[config.mk]
export PLATFORM = sky130hd
export DESIGN_NAME = inst_fetch_unit_flat
export DESIGN_NICKNAME = d
export VERILOG_FILES = /design/src/rtl/inst_fetch_unit_if.sv /design/src/rtl/inst_fetch_unit.sv /design/src/flat_wrapper.sv
export SDC_FILE = /design/constraint.sdc
export NUM_CORES = 1
export LEC_CHECK = 0
export ABC_AREA = 1
export CAP_MARGIN = 20
export CORE_MARGIN = 5
export CORE_UTILIZATION = 55
export CTS_BUF_LIST = sky130_fd_sc_hd__clkbuf_8
export DETAILED_ROUTE_END_ITERATION = 12
export PLACE_DENSITY = 0.88
export SLEW_MARGIN = 10
export SYNTH_ARGS = -nofsm -noshare
export SYNTH_HDL_FRONTEND = slang
export SYNTH_SLANG_ARGS = --single-unit
[constraint.sdc]
create_clock -name clk -period 6.4 [get_ports clk]
set_input_delay 1.92 -clock clk [delete_from_list [all_inputs] [get_ports clk]]
set_output_delay 1.92 -clock clk [all_outputs]
set_load 0.05 [all_outputs]
[src/rtl/inst_fetch_unit_if.sv]
`default_nettype none
// ============================================================================
// Module   : inst_fetch_unit_if
// Purpose  : Instruction-memory request/grant/read-data bus used by the fetch
//            unit (master) and the instruction memory (slave).
// Revision : 1.0
// ============================================================================
interface inst_fetch_unit_if #(
  parameter int unsigned IMEM_AW = 10
) ();
  logic               imem_req;
  logic [IMEM_AW-1:0] imem_addr;
  logic               imem_gnt;
  logic               imem_rvalid;
  logic [31:0]        imem_rdata;

  modport master (
    output imem_req,
    output imem_addr,
    input  imem_gnt,
    input  imem_rvalid,
    input  imem_rdata
  );

  modport slave (
    input  imem_req,
    input  imem_addr,
    output imem_gnt,
    output imem_rvalid,
    output imem_rdata
  );
endinterface
`default_nettype wire

[src/rtl/inst_fetch_unit.sv]
`default_nettype none
// ============================================================================
// Module   : inst_fetch_unit
// Purpose  : MIPS fetch stage: byte-address PC, redirect targets, one
//            outstanding imem request, single-entry hand-off to decode.
//            Optional FETCH_MISALIGN_TRAP_EN enables the misaligned-target trap.
// Revision : 1.0
// ============================================================================
module inst_fetch_unit #(
  parameter logic [31:0] RESET_PC = 32'h0000_0000,
  parameter int unsigned IMEM_AW  = 10
) (
  input  wire logic          clk,
  input  wire logic          rst,
  input  wire logic          stall,
  input  wire logic          branch_taken,
  input  wire logic [31:0]   branch_imm,
  input  wire logic          jump,
  input  wire logic [25:0]   jump_target,
  input  wire logic          jr,
  input  wire logic [31:0]   jr_addr,
  input  wire logic          flush,
  input  wire logic [31:0]   flush_addr,
  inst_fetch_unit_if.master  imem,
  output logic               inst_valid,
  output logic [31:0]        inst_out,
  output logic [31:0]        pc_out,
  output logic               misalign
);

  typedef enum logic [2:0] {
    S_IDLE = 3'd0,
    S_REQ  = 3'd1,
    S_WAIT = 3'd2,
    S_HOLD = 3'd3,
    S_TRAP = 3'd4
  } state_t;

  state_t      state_q, state_d;
  logic [31:0] fetch_pc_q, fetch_pc_d;
  logic [31:0] req_pc_q, req_pc_d;
  logic [31:0] inst_out_q, inst_out_d;
  logic [31:0] pc_out_q, pc_out_d;
  logic        inst_valid_q, inst_valid_d;
  logic        kill_q, kill_d;
  logic        imem_req_q, imem_req_d;
  logic        take_trap;

  logic [31:0] w_p4;
  logic [31:0] w_br_tgt;
  logic [31:0] w_jump_tgt;
  logic [31:0] w_jr_tgt;
  logic [31:0] w_flush_tgt;
  logic        w_jr_bad;
  logic        w_flush_bad;

  // Redirects are computed relative to the instruction being handed to decode.
  assign w_p4        = pc_out_q + 32'd4;
  assign w_br_tgt    = w_p4 + {branch_imm[29:0], 2'b00};
  assign w_jump_tgt  = {w_p4[31:28], jump_target, 2'b00};
  assign w_jr_tgt    = {jr_addr[31:2], 2'b00};
  assign w_flush_tgt = {flush_addr[31:2], 2'b00};

  logic unused_imm_msbs;
  assign unused_imm_msbs = ^branch_imm[31:30];

`ifdef FETCH_MISALIGN_TRAP_EN
  logic misalign_q, misalign_d;

  assign w_jr_bad    = |jr_addr[1:0];
  assign w_flush_bad = |flush_addr[1:0];
  assign misalign_d  = misalign_q | take_trap;
  assign misalign    = misalign_q;

  always_ff @(posedge clk) begin
    if (rst) begin
      misalign_q <= 1'b0;
    end else begin
      misalign_q <= misalign_d;
    end
  end
`else
  logic unused_addr_lsbs;

  assign w_jr_bad         = 1'b0;
  assign w_flush_bad      = 1'b0;
  assign misalign         = 1'b0;
  assign unused_addr_lsbs = ^{jr_addr[1:0], flush_addr[1:0]};
`endif

  always_comb begin
    state_d      = state_q;
    fetch_pc_d   = fetch_pc_q;
    req_pc_d     = req_pc_q;
    inst_out_d   = inst_out_q;
    pc_out_d     = pc_out_q;
    inst_valid_d = inst_valid_q;
    kill_d       = kill_q;
    take_trap    = 1'b0;

    case (state_q)
      S_IDLE: state_d = S_REQ;
      S_REQ: begin
        if (imem.imem_gnt) begin
          req_pc_d   = fetch_pc_q;
          fetch_pc_d = fetch_pc_q + 32'd4;
          state_d    = S_WAIT;
        end
      end
      S_WAIT: begin
        if (imem.imem_rvalid) begin
          if (kill_q) begin
            kill_d  = 1'b0;
            state_d = S_REQ;
          end else begin
            inst_out_d   = imem.imem_rdata;
            pc_out_d     = req_pc_q;
            inst_valid_d = 1'b1;
            state_d      = S_HOLD;
          end
        end
      end
      S_HOLD: begin
        if (!stall) begin
          inst_valid_d = 1'b0;
          state_d      = S_REQ;
          if (jr) begin
            if (w_jr_bad) take_trap = 1'b1;
            else          fetch_pc_d = w_jr_tgt;
          end else if (jump) begin
            fetch_pc_d = w_jump_tgt;
          end else if (branch_taken) begin
            fetch_pc_d = w_br_tgt;
          end
        end
      end
      S_TRAP: state_d = S_TRAP;
      default: state_d = S_IDLE;
    endcase

    // A flush overrides everything above; an in-flight read is tagged so its
    // data is dropped when it returns (unless it returns in this very cycle).
    if (flush && state_q != S_TRAP) begin
      inst_valid_d = 1'b0;
      inst_out_d   = inst_out_q;
      pc_out_d     = pc_out_q;
      take_trap    = w_flush_bad;
      if (!w_flush_bad) fetch_pc_d = w_flush_tgt;
      if ((state_q == S_WAIT && !imem.imem_rvalid) ||
          (state_q == S_REQ && imem.imem_gnt)) begin
        kill_d  = 1'b1;
        state_d = S_WAIT;
      end else begin
        kill_d  = 1'b0;
        state_d = S_REQ;
      end
    end

    if (take_trap) begin
      state_d      = S_TRAP;
      inst_valid_d = 1'b0;
      kill_d       = 1'b0;
    end

    imem_req_d = (state_d == S_REQ);
  end

  always_ff @(posedge clk) begin
    if (rst) begin
      state_q      <= S_IDLE;
      fetch_pc_q   <= RESET_PC;
      req_pc_q     <= 32'h0;
      inst_out_q   <= 32'h0;
      pc_out_q     <= 32'h0;
      inst_valid_q <= 1'b0;
      kill_q       <= 1'b0;
      imem_req_q   <= 1'b0;
    end else begin
      state_q      <= state_d;
      fetch_pc_q   <= fetch_pc_d;
      req_pc_q     <= req_pc_d;
      inst_out_q   <= inst_out_d;
      pc_out_q     <= pc_out_d;
      inst_valid_q <= inst_valid_d;
      kill_q       <= kill_d;
      imem_req_q   <= imem_req_d;
    end
  end

  assign imem.imem_req  = imem_req_q;
  assign imem.imem_addr = fetch_pc_q[IMEM_AW+1:2];
  assign inst_valid     = inst_valid_q;
  assign inst_out       = inst_out_q;
  assign pc_out         = pc_out_q;

endmodule
`default_nettype wire

[src/flat_wrapper.sv]
// flat-port wrapper written by rule: the top's interface ports become plain ports
module inst_fetch_unit_flat 
#(
  parameter logic [31:0] RESET_PC = 32'h0000_0000,
  parameter int unsigned IMEM_AW  = 10
)
  (clk, rst, stall, branch_taken, branch_imm, jump, jump_target, jr, jr_addr, flush, flush_addr, inst_valid, inst_out, pc_out, misalign, imem_imem_req, imem_imem_addr, imem_imem_gnt, imem_imem_rvalid, imem_imem_rdata);
  inst_fetch_unit_if #(.IMEM_AW(IMEM_AW)) imem_i ();
  input  wire logic clk;
  input  wire logic rst;
  input  wire logic stall;
  input  wire logic branch_taken;
  input  wire logic [31:0] branch_imm;
  input  wire logic jump;
  input  wire logic [25:0] jump_target;
  input  wire logic jr;
  input  wire logic [31:0] jr_addr;
  input  wire logic flush;
  input  wire logic [31:0] flush_addr;
  output logic inst_valid;
  output logic [31:0] inst_out;
  output logic [31:0] pc_out;
  output logic misalign;
  output wire logic [$bits(imem_i.imem_req)-1:0] imem_imem_req;
  output wire logic [$bits(imem_i.imem_addr)-1:0] imem_imem_addr;
  input wire logic [$bits(imem_i.imem_gnt)-1:0] imem_imem_gnt;
  input wire logic [$bits(imem_i.imem_rvalid)-1:0] imem_imem_rvalid;
  input wire logic [$bits(imem_i.imem_rdata)-1:0] imem_imem_rdata;
  assign imem_imem_req = imem_i.imem_req;
  assign imem_imem_addr = imem_i.imem_addr;
  assign imem_i.imem_gnt = imem_imem_gnt;
  assign imem_i.imem_rvalid = imem_imem_rvalid;
  assign imem_i.imem_rdata = imem_imem_rdata;
  inst_fetch_unit #(.RESET_PC(RESET_PC), .IMEM_AW(IMEM_AW)) u_core (.clk(clk), .rst(rst), .stall(stall), .branch_taken(branch_taken), .branch_imm(branch_imm), .jump(jump), .jump_target(jump_target), .jr(jr), .jr_addr(jr_addr), .flush(flush), .flush_addr(flush_addr), .imem(imem_i), .inst_valid(inst_valid), .inst_out(inst_out), .pc_out(pc_out), .misalign(misalign));
endmodule
Word level (Yosys, flattened, before mapping) --
Index checks and enable logic that the tools add are counted.
Storage, ports and cells: register bits after elaboration 134, latch bits 0, memory bits (writable) 0, memory bits (read-only) 0, output and inout bits 77, logic and storage cells 68, memories 0
Operators by class: add/subtract/negate cells 3, multiply operators 0, div/mod/pow operators 0, order comparisons 0, eq/ne operators 14, shift operators 0, muxes and demuxes 22, bitwise gates (word level) 2, reduce and logical (&&, ||, !) cells 18
Operators with widths (count):
- two-way mux 32 bit | 6
- adder 32 x 3 -> 32 bit, second input constant | 2
- case mux 32 bit (2 select lines) | 1
- adder 32 bit | 1
- AND reduction 4 bit | 4
- case mux 3 bit (5 select lines) | 1
- two-way mux 3 bit | 4
- != test 2 bit, second input constant | 4
- nonzero test 2 bit | 4
- two-way mux 1 bit | 7
- == test 3 x 1 -> 1 bit, second input constant | 2
- == test 3 x 2 -> 1 bit, second input constant | 2
- != test 3 x 2 -> 1 bit, second input constant | 2
- != test 5 x 4 -> 1 bit, second input constant | 1
- two-way mux 2 bit | 2
- != test 4 bit, second input constant | 1
- AND reduction 2 bit | 2
- == test 3 bit, second input constant | 1
- logical AND 1 bit | 3
- logical NOT 3 bit | 1
- != test 3 bit, second input constant | 1
- nonzero test 3 bit | 1
- inverter 1 bit | 2
- case mux 1 bit (2 select lines) | 1
- 3 further kinds | 3

Depth between registers and ports, before layout --
depth in word-level cells 8, gate-level depth with buffers 26, mapped depth without buffers 26

Least setup slack after synthesis --
Ideal clock, no wire load.
path type input-to-reg, start point in branch_imm[0], end point reg u_core.fetch_pc_q[12], library setup time 0.070 ns, data arrival time 3.542 ns, required time 6.330 ns, slack 2.788 ns, stages on the path 14, cells stage by stage ha_1 > fa_1 > nand3_1 > nand2_1 > nand2_1 > nand2_1 > nand2_1 > nand2_1 > xnor2_1 > o21ai_0 > inv_1 > o21ai_0 > nand2_1 > a21oi_1
Between the ends: cells in the longest elaborated chain, start to end 7
RTL lines:
- from (decl) | line flat_wrapper.sv:13 | input wire logic [31:0] branch_imm;
- adder 32 bit | line inst_fetch_unit.sv:59 | assign w_br_tgt = w_p4 + {branch_imm[29:0], 2'b00};
- two-way mux 32 bit | line inst_fetch_unit.sv:132 | end else if (branch_taken) begin
- two-way mux 32 bit | line inst_fetch_unit.sv:130 | end else if (jump) begin
- two-way mux 32 bit | line inst_fetch_unit.sv:127 | if (jr) begin
- two-way mux 32 bit | line inst_fetch_unit.sv:124 | if (!stall) begin
- case mux 32 bit (2 select lines) | line inst_fetch_unit.sv:101 | case (state_q)
- two-way mux 32 bit | line inst_fetch_unit.sv:143 | if (flush && state_q != S_TRAP) begin
- to (signal assigned) | line inst_fetch_unit.sv:180 | fetch_pc_q <= fetch_pc_d;
- to (decl) | line inst_fetch_unit.sv:40 | logic [31:0] fetch_pc_q, fetch_pc_d;
Every way passes these cells. The select of a mux whose other input is x is not followed. A chain may end at the register's enable or synchronous reset.

Worst setup path after layout --
start point in branch_imm[0], end point reg u_core.fetch_pc_q[8]
The elaborated chain is that of the path after synthesis.

==> impl_results.md <==
- Yosys top cell area share: 28.5%
- Setup crit start: branch_imm[0]
- DIE AREA: 19900 sq um
- Worst slew margin: 38.3%
- Vias: around 11k
- RD Place Congestion: 1.01
- Post-route cell area: 12100 sq um
- TritonCTS Sinks: 134
- Clk slew on worst S/H paths: 90 ps
- Final worst path period share: between 60% and 70%
- Ratio of cells with drive above 1 in the final layout: 5.04%
- Post-cts sizing count: 0
- R2r endpoint: u_core.fetch_pc_q[27]
- Initial drt markers: 1245
- Remaining DRCs: 0
- CP dominant cell by count: nand2_1
- Fmax: around 230 MHz
- R2r worst-path depth: 20
- Cts bufs inserted: 17
- Global-route wire length before repair: 55600 um
- Starting Density: 56.5%
- Slew @ Worst Pin: 924 ps
- Initial antenna violation count: 0
- Worst hold path type: flop to flop
- Port Buf Inserts: 232
- Synth Cell Area: 9430 sq um
- Arrival time at the worst endpoint: between 4000 and 5000 ps
- I/O pin count: 240
- Post-synthesis sequential area ratio: 28.5%
- Critical path's slowest cell: clkdlybuf4s50_1
- Final Max Tran Viols: 0
- Mapped Nets: 1727
- Final Critical Period: approximately 4400 ps
- CP Capture Type: flop
- Avg Inst Size Synth: 6.17 sq um
- Vias in the first global route: around 10k
- PwrDens: between 150 and 200 nW/um^2
- Ys Warns: 0
- WL/cell: 18.9 um
- Max Cap Viol: 0
- CTS Hold Bufs: 0
- CP Cell Sequence: clkdlybuf4s50_1 > ha_1 > fa_1 > nand3_1 > nand2_1 > nand2_1 > nand2_1 > xnor2_1 > o21ai_0 > nor2_1 > o21ai_0 > o211ai_1 > a21oi_1
- Worst skew pair latency: 450 ps
- Gr usage total: 35.5%
- Worst r2r src: u_core.pc_out[13]
- Leakage: 5.39 nW
- # rows: 47
- Post-synth EDFFs: 0
- Antenna cells: 0
- Fillcell total: 1458
- Yosys reg bits: 134
- Drt pass-1 iters: 6
- Maximum VDD drop: 0.183 mV
- H-tree Lvls: 4
- WS Path Type: primary input to flop
- Post-Route Setup TNS: 0 ps
- Vias per cell: between 5 and 6
- Post-place instance area: approximately 12000 sq um
- Root Driver: clkbuf_8
- RSZ-0062 raised after global routing: no
- CTS tree: yes
- Post-CTS setup buffer count: 0
- Yosys cell types: 54
- Clk_skew: about 10 ps
- Die height: 141 um
- Core area: ~17000 sq um
- DIE WIDTH: 141 um
- Hold Violations, Final: 0
- Nature of the critical path startpoint: primary input
- DP HPWL: about 28000 um
- Largest net degree at the start of global routing: 57
- Area growth, synth to finish: 28.7%
- Status: completed
- R2R Setup Slk: 2400 ps
- Mapped Cells: roughly 1.5k
- Nets: ~1.9k
- Ys async rst share: 0%
- Final ANT Viol Nets: 0
- Max clock buf depth: 2
- Worst Setup EP: u_core.fetch_pc_q[8]
- GRT Residual Overflow: 0
- Setup violators final: 0
- Synth top area cells: dfxtp_1 (28%), nand2_1 (14%), nor2_1 (11%), o21ai_0 (7.6%), a21oi_1 (6.1%)
- Max incr delay on CP: 480 ps
- Largest area contributor in the netlist: dfxtp_1
- Top_reg_cell synth: dfxtp_1
- Worst EP required: approximately 6800 ps
- Final wirelength: around 37000 um
- CP Max Fanout: 4
cell type report:
type | count | area [sq um] | area share [%]
Multi-Input combinational cell | 1182 | 5870 | 48.4
Tap cell | 220 | 275 | 2.27
Clock buffer | 17 | 234 | 1.93
Sequential cell | 134 | 2680 | 22.1
Clock inverter | 15 | 158 | 1.30
Timing Repair Buffer | 241 | 2390 | 19.7
Inverter | 138 | 520 | 4.29
how the worst min path moves through the flow:
stage,start,to,slack (ps),depth (start not counted)
after floorplan,flop,u_core.req_pc_q[0],430,2
after global placement,flop,flop,450,2
after detailed placement,flop,flop,450,2
after CTS,flop,flop,460,2
after global routing,u_core.req_pc_q[17],u_core.req_pc_q[17],510,2
final,flop,flop,460,2
cells by family (layout without fill, tap and decap cells):
| family | after synthesis | count (layout) | share of synthesized area (%) |
|---|---|---|---|
| adders and majority gates | 37 | 37 | 4.99 |
| buffers and inverters | 211 | 411 | 9.29 |
| AOI/OAI and AO/OA | 307 | 307 | 17.7 |
| xor gates and xnor gates | 47 | 47 | 4.37 |
| and+or+nand+nor | 790 | 790 | 35.2 |
| other | 1 | 1 | 0.0398 |
| DFF | 134 | 134 | 28.5 |
report_power, final:
| part | internal [mW] | leakage, nW | switching [mW] | total, mW |
|---|---|---|---|---|
| clock network | 0.324 | 0.195 | 0.386 | 0.711 |
| registers | 0.877 | 1.09 | 0.0532 | 0.930 |
| logic | 0.203 | 4.10 | 0.295 | 0.499 |
| total | 1.40 | 5.39 | 0.735 | 2.14 |
routing by layer:
layer | track usage (%) | share of wire (%) | vias up
met5 | 0 | 0 | -
met4 | 16.2 | 4.9 | 0
met3 | 6.13 | 9.1 | 102
met2 | 61.6 | 48 | 667
met1 | 42.9 | 38 | 5077
li1 | - | - | 5346
cell usage in the layout, fill, tap and decap left out, types with 11 or more instances in the layout:
master / instances
dfxtp_1: 134
nand2_1: 348
nand4_1: 21
a21oi_1: 115
inv_1: 125
clkbuf_8: 17
clkdlybuf4s50_1: 232
inv_2: 11
xor2_1: 26
o21ai_0: 144
nor3_1: 25
ha_1: 36
xnor2_1: 21
nor2_1: 287
nand3_1: 67
critical path, delay by kind of cell:
family	cells	cell delay, ps
AOI/OAI and AO/OA	4	860
adders and majority gates	2	690
and+or+nand+nor	5	550
buffers and inverters	1	480
xor gates and xnor gates	1	240
state kept, by name (all words and copies together) (netlist names), named ones only:
signal / cells
u_core.fetch_pc_q: 30
u_core.imem.imem_req: 1
u_core.inst_out: 32
u_core.inst_valid: 1
u_core.kill_q: 1
u_core.pc_out: 32
u_core.req_pc_q: 32
u_core.state_q: 3
synthesized netlist by cell type (4+ instances only):
cell type and instances:
inv_1 126, nand3_1 67, nor2_2 6, ha_1 36, nor3_2 4, nor2_1 287
nor4_1 5, a21oi_1 115, o21ai_0 144, o211ai_1 4, nand2_1 348, dfxtp_1 134
nor3_1 25, buf_4 13, nand4_1 21, xor2_1 26, xnor2_1 21, a31oi_1 6
o21ai_1 6, nand2_2 6, inv_2 10, clkbuf_1 42, buf_2 13, o21bai_1 8
o221ai_1 7
stage by stage:
stage / hold WS (ps) / utilization [%] / total power, mW / setup slack, ps / std cells
floorplan: 430 / - / 1.22 / 2790 / 1527
global placement: 446 / 70.3 / 1.43 / 1740 / 1915
detailed placement: 448 / 70.3 / 1.43 / 1660 / 1915
CTS: 461 / 72.6 / 2.13 / 2120 / 1947
global route: 509 / 72.6 / 2.22 / 1880 / 1947
finish: 465 / 72.6 / 2.14 / 2040 / 1947
Note: power is estimated with default switching activity, not from simulation.
